File: src/rtl/stage0_preif_if.sv
// Instruction SRAM request bus between the pre-IF stage (master) and instruction memory (slave).
interface stage0_preif_if;
   logic        inst_sram_req;
   logic        inst_sram_wr;
   logic [1:0]  inst_sram_size;
   logic [3:0]  inst_sram_wstrb;
   logic [31:0] inst_sram_addr;
   logic [31:0] inst_sram_wdata;
   logic        inst_sram_addr_ok;

   modport master (
      output inst_sram_req, inst_sram_wr, inst_sram_size, inst_sram_wstrb,
             inst_sram_addr, inst_sram_wdata,
      input  inst_sram_addr_ok
   );

   modport slave (
      input  inst_sram_req, inst_sram_wr, inst_sram_size, inst_sram_wstrb,
             inst_sram_addr, inst_sram_wdata,
      output inst_sram_addr_ok
   );
endinterface

File: src/rtl/stage0_preif.sv
// Pre-IF stage: owns the fetch PC, selects the next fetch address (sequential, branch,
// buffered branch) and issues it to instruction memory, tagging wrong-path fetches for IF.
module stage0_preif #(
   parameter logic [31:0] RESET_PC     = 32'h1C000000,
   parameter int          WIDTH_BR_BUS = 34
) (
   input  logic                    clk,
   input  logic                    reset,
   input  logic                    fs_allow_in,
   input  logic [WIDTH_BR_BUS-1:0] br_bus,
   output logic                    to_fs_valid,
   output logic [31:0]             to_fs_pc,
   output logic                    to_fs_drop,
   stage0_preif_if.master          inst_sram
);

   logic        br_stall;
   logic        br_taken;
   logic [31:0] br_target;

   logic [31:0] pf_pc_q,           pf_pc_d;
   logic        req_lock_q,        req_lock_d;
   logic [31:0] lock_addr_q,       lock_addr_d;
   logic        br_buf_valid_q,    br_buf_valid_d;
   logic [31:0] br_buf_target_q,   br_buf_target_d;
   logic        drop_pending_q,    drop_pending_d;

   logic        req_new;
   logic        sram_req;
   logic [31:0] sram_addr;
   logic        hs;
   logic        drop;
   logic        from_buf;

   assign br_stall  = br_bus[WIDTH_BR_BUS-1];
   assign br_taken  = br_bus[WIDTH_BR_BUS-2];
   assign br_target = br_bus[31:0];

   always_comb begin
      req_new  = !reset && fs_allow_in && !br_stall;
      sram_req = req_lock_q || req_new;

      if (req_lock_q)
         sram_addr = lock_addr_q;
      else if (br_taken)
         sram_addr = br_target;
      else if (br_buf_valid_q)
         sram_addr = br_buf_target_q;
      else
         sram_addr = pf_pc_q;

      hs       = sram_req && inst_sram.inst_sram_addr_ok;
      drop     = hs && (drop_pending_q || (req_lock_q && br_taken));
      from_buf = !req_lock_q && !br_taken && br_buf_valid_q;
   end

   always_comb begin
      pf_pc_d         = pf_pc_q;
      req_lock_d      = req_lock_q;
      lock_addr_d     = lock_addr_q;
      br_buf_valid_d  = br_buf_valid_q;
      br_buf_target_d = br_buf_target_q;
      drop_pending_d  = drop_pending_q;

      if (reset) begin
         pf_pc_d        = RESET_PC;
         req_lock_d     = 1'b0;
         br_buf_valid_d = 1'b0;
         drop_pending_d = 1'b0;
      end else begin
         if (hs) begin
            req_lock_d     = 1'b0;
            drop_pending_d = 1'b0;
            if (!drop)
               pf_pc_d = sram_addr + 32'd4;
         end else if (sram_req && !req_lock_q) begin
            req_lock_d  = 1'b1;
            lock_addr_d = sram_addr;
         end

         // A redirect is consumed the moment a request carrying it goes out (accepted or
         // locked); otherwise it waits in the buffer and any locked fetch becomes wrong-path.
         if (br_taken) begin
            if (req_lock_q || !sram_req) begin
               br_buf_valid_d  = 1'b1;
               br_buf_target_d = br_target;
               if (req_lock_q && !hs)
                  drop_pending_d = 1'b1;
            end else begin
               br_buf_valid_d = 1'b0;
            end
         end else if (sram_req && from_buf) begin
            br_buf_valid_d = 1'b0;
         end
      end
   end

   always_ff @(posedge clk) begin
      pf_pc_q         <= pf_pc_d;
      req_lock_q      <= req_lock_d;
      lock_addr_q     <= lock_addr_d;
      br_buf_valid_q  <= br_buf_valid_d;
      br_buf_target_q <= br_buf_target_d;
      drop_pending_q  <= drop_pending_d;
   end

   assign inst_sram.inst_sram_req   = sram_req;
   assign inst_sram.inst_sram_addr  = sram_addr;
   assign inst_sram.inst_sram_wr    = 1'b0;
   assign inst_sram.inst_sram_size  = 2'b10;
   assign inst_sram.inst_sram_wstrb = 4'b0000;
   assign inst_sram.inst_sram_wdata = 32'd0;

   assign to_fs_valid = hs;
   assign to_fs_pc    = sram_addr;
   assign to_fs_drop  = drop;

endmodule
File: src/flat_wrapper.sv
// flat-port wrapper written by rule: the top's interface ports become plain ports
module stage0_preif_flat 
#(
   parameter logic [31:0] RESET_PC     = 32'h1C000000,
   parameter int          WIDTH_BR_BUS = 34
)
  (clk, reset, fs_allow_in, br_bus, to_fs_valid, to_fs_pc, to_fs_drop, inst_sram_inst_sram_req, inst_sram_inst_sram_wr, inst_sram_inst_sram_size, inst_sram_inst_sram_wstrb, inst_sram_inst_sram_addr, inst_sram_inst_sram_wdata, inst_sram_inst_sram_addr_ok);
  stage0_preif_if inst_sram_i ();
  input  logic clk;
  input  logic reset;
  input  logic fs_allow_in;
  input  logic [WIDTH_BR_BUS-1:0] br_bus;
  output logic to_fs_valid;
  output logic [31:0] to_fs_pc;
  output logic to_fs_drop;
  output wire logic [$bits(inst_sram_i.inst_sram_req)-1:0] inst_sram_inst_sram_req;
  output wire logic [$bits(inst_sram_i.inst_sram_wr)-1:0] inst_sram_inst_sram_wr;
  output wire logic [$bits(inst_sram_i.inst_sram_size)-1:0] inst_sram_inst_sram_size;
  output wire logic [$bits(inst_sram_i.inst_sram_wstrb)-1:0] inst_sram_inst_sram_wstrb;
  output wire logic [$bits(inst_sram_i.inst_sram_addr)-1:0] inst_sram_inst_sram_addr;
  output wire logic [$bits(inst_sram_i.inst_sram_wdata)-1:0] inst_sram_inst_sram_wdata;
  input wire logic [$bits(inst_sram_i.inst_sram_addr_ok)-1:0] inst_sram_inst_sram_addr_ok;
  assign inst_sram_inst_sram_req = inst_sram_i.inst_sram_req;
  assign inst_sram_inst_sram_wr = inst_sram_i.inst_sram_wr;
  assign inst_sram_inst_sram_size = inst_sram_i.inst_sram_size;
  assign inst_sram_inst_sram_wstrb = inst_sram_i.inst_sram_wstrb;
  assign inst_sram_inst_sram_addr = inst_sram_i.inst_sram_addr;
  assign inst_sram_inst_sram_wdata = inst_sram_i.inst_sram_wdata;
  assign inst_sram_i.inst_sram_addr_ok = inst_sram_inst_sram_addr_ok;
  stage0_preif #(.RESET_PC(RESET_PC), .WIDTH_BR_BUS(WIDTH_BR_BUS)) u_core (.clk(clk), .reset(reset), .fs_allow_in(fs_allow_in), .br_bus(br_bus), .to_fs_valid(to_fs_valid), .to_fs_pc(to_fs_pc), .to_fs_drop(to_fs_drop), .inst_sram(inst_sram_i));
endmodule
File: config.mk
export PLATFORM = sky130hd
export DESIGN_NAME = stage0_preif_flat
export DESIGN_NICKNAME = d
export VERILOG_FILES = /design/src/rtl/stage0_preif_if.sv /design/src/rtl/stage0_preif.sv /design/src/flat_wrapper.sv
export SDC_FILE = /design/constraint.sdc
export NUM_CORES = 1
export LEC_CHECK = 0
export ABC_AREA = 1
export BUFFER_PORTS_ARGS = -buffer_cell sky130_fd_sc_hd__buf_2
export CELL_PAD_IN_SITES_DETAIL_PLACEMENT = 1
export CELL_PAD_IN_SITES_GLOBAL_PLACEMENT = 2
export CORE_MARGIN = 2
export CORE_UTILIZATION = 30
export DETAILED_ROUTE_END_ITERATION = 8
export HOLD_SLACK_MARGIN = 0.03
export PLACE_DENSITY = 0.77
export REMOVE_ABC_BUFFERS = 1
export SLEW_MARGIN = 20
export SYNTH_ARGS = -nofsm -noshare
export SYNTH_HDL_FRONTEND = slang
export SYNTH_SLANG_ARGS = --single-unit
File: constraint.sdc
create_clock -name clk -period 4.48 [get_ports clk]
set_clock_uncertainty 0.1 [all_clocks]
set_input_delay 1.344 -clock clk [delete_from_list [all_inputs] [get_ports clk]]
set_output_delay 1.344 -clock clk [all_outputs]
set_load 0.01 [all_outputs]
==> impl_metrics.ini <==
[outcome]
outcome = complete, no violations

[final_layout]
multi_input_area_um2 = 2490
regArea_um2 = 2620
antennaDiodeCount = 0
layout_commonest_cell = nand2_1
most-common-layout-cells = nand2_1 (233), buf_2 (104), inv_1 (84)
fillCellCount = 2487
drive_gt1_share_pct = 21.2
area.growth.synth_to_final_pct = 11.4
fin_area_um2 = 6750
nets = 904
final_cell_count_no_fill = 1134

[detailed_routing]
drtAntennaViolNets = 0
drc_errors = 0
dr.first_iter.drc_count = 299
totalWireLength_um = 17900
via_per_inst = 4.47
first_pass_iters = 4
via_count = 5069
wire_per_inst_um = 15.8

[setup_path]
cp-start-kind = input port
end_kind = output port
rr_worst_depth = 15
r2r_slack_ns = 1.62
cp_max_fo = 42
cp.required_ns = 3.04
crit_start = br_bus[32]
path_class = in -> out
cp_data_arrival_time_ns = 2.56
r2r_start = u_core.br_buf_valid_q

[clock_tree]
clkTransAtPathRegs_ns = 0.07
h-tree-depth = 3
postCtsHoldBufs = 0
cts_buffer_depth = 2
root_buffer = clkbuf_16
clock_latency_ns = 0.36
cts_tree = done
post-cts-setup-buffer-count = 0
numCtsBuffers = 9
cts_resized = 0
cts.sinks = 99

[power]
p_per_area_nw_per_um2 = 352
max-vdd-ir-drop_v = 0.000158
totalPowerFinal_mw = 2.37
p_leak_nw = 3.08

[grt]
grt_max_degree = 44
antenna_found_initial = 0
grt_pass1_wl_um = 27900
grt-ovfl-total = 0
grt_pass1_vias = 5019
track_usage_pct = 16.8

[floorplanning]
core.rowCount = 51
die_y_um = 146
design.core.area_um2 = 19700
initial_core_util_pct = 30.8
die_x_um = 146
die-area_um2 = 21300
ios = 144

[synthesis]
synth-warning-count = 0
synthCells = 802
ys_ff_latch = 99
syn_area_um2 = 6060
synth_area_per_cell_um2 = 7.55
synth_seq_area_share_pct = 43.3
yosys.cell_types.count = 33

[placed_design]
gp_congestion = 0.782
hpwlAfterDp_um = 12700
placed_cells = 1119
port_buffers = 104
post-place-ws_ns = 0.449
place_area_um2 = 6440

[job]
drv_cap = 0

[sta]
finalCritPeriodShare_pct = 89.4
fin_crit_ns = 4.00
fmax_mhz = 250
rsz0062_at_grt = false
relSlewSlack_pct = 49.7
slew_viol_final = 0
fin_ws_ns = 0.477
final-setup-viol-count = 0
tightest_slew_ns = 0.753
setup_tns_ns = 0
hold_viol = 0

[worst_hold_path]
hp-start = u_core.pf_pc_q[3]
hold_class = reg -> reg
hold_depth = 2
final timing paths:
path,to
setup / recovery,inst_sram_inst_sram_addr[26]
hold / removal,u_core.pf_pc_q[3]
setup reg to reg,u_core.pf_pc_q[26]
hold reg to reg,u_core.pf_pc_q[3]
flip-flops by register name, indices dropped and copies added (netlist names):
name / count
u_core.lock_addr_q: 32
u_core.drop_pending_q: 1
u_core.br_buf_target_q: 32
u_core.req_lock_q: 1
u_core.br_buf_valid_q: 1
u_core.pf_pc_q: 32
cell type report:
cell class | instances | share of cell area (%)
Timing Repair Buffer | 117 | 9.35
Sequential cell | 99 | 38.9
Tap cell | 265 | 4.91
Clock buffer | 15 | 4.58
Inverter | 96 | 5.42
Multi-Input combinational cell | 542 | 36.9
Yosys cell counts (all sizes together):
| master | n | share of area [%] |
|---|---|---|
| dfxtp | 35 | 12 |
| o211ai | 3 | 0.37 |
| nand2 | 241 | 15 |
| xor2 | 9 | 1.3 |
| o221ai | 1 | 0.14 |
| edfxtp | 64 | 32 |
| nand3b | 1 | 0.12 |
| o21ai | 24 | 2.0 |
| a21oi | 53 | 4.8 |
| clkbuf | 5 | 0.31 |
| clkinv | 1 | 0.062 |
| conb | 2 | 0.12 |
| o21a | 5 | 0.62 |
| inv | 95 | 6.0 |
| a31oi | 3 | 0.31 |
| nor3 | 1 | 0.083 |
| nand4 | 11 | 1.1 |
| nand3 | 54 | 4.8 |
| nor2 | 88 | 6.4 |
| or2 | 5 | 0.52 |
| ha | 1 | 0.21 |
| buf | 97 | 12 |
| o21bai | 3 | 0.37 |
metrics by stage:
stage / hold WS, ns / util [%]
after CTS: 0.373 / 34.3
final: 0.373 / 34.3
after global placement: 0.353 / 32.8
after floorplan: 0.334 / -
after detailed placement: 0.363 / 32.8
after global routing: 0.405 / 34.3
critical path, cell delays in order:
cell     delay, ns
buf_2         0.13
inv_6         0.29
buf_4         0.21
nand3_1       0.08
nand2_1       0.07
nand2_1       0.09
inv_1         0.16
buf_2         0.16
layer usage:
metal  wire length [µm]  vias to the layer above  global-route usage (%)
met3                547                        7                    3.34
met5                  0                        -                       0
li1                   -                     2555                       -
met1               8870                     2413                    23.1
met2               8360                       94                    27.4
met4                148                        0                    3.93
cell families after synthesis:
group | share of synthesized area, %
flops | 43.3
xor+xnor | 1.30
other cells | 0.124
simple gates | 28.3
buf+inv | 18.2
fa+ha+maj | 0.206
compound gates | 8.61
report_power, final:
part / leakage, nW / internal, mW / switching (mW)
logic: 2.05 / 0.159 / 0.356
clock network: 0.153 / 0.470 / 0.354
registers: 0.877 / 1.02 / 0.0128
total: 3.08 / 1.65 / 0.723
No activity file was read; power rests on OpenSTA's default activity.
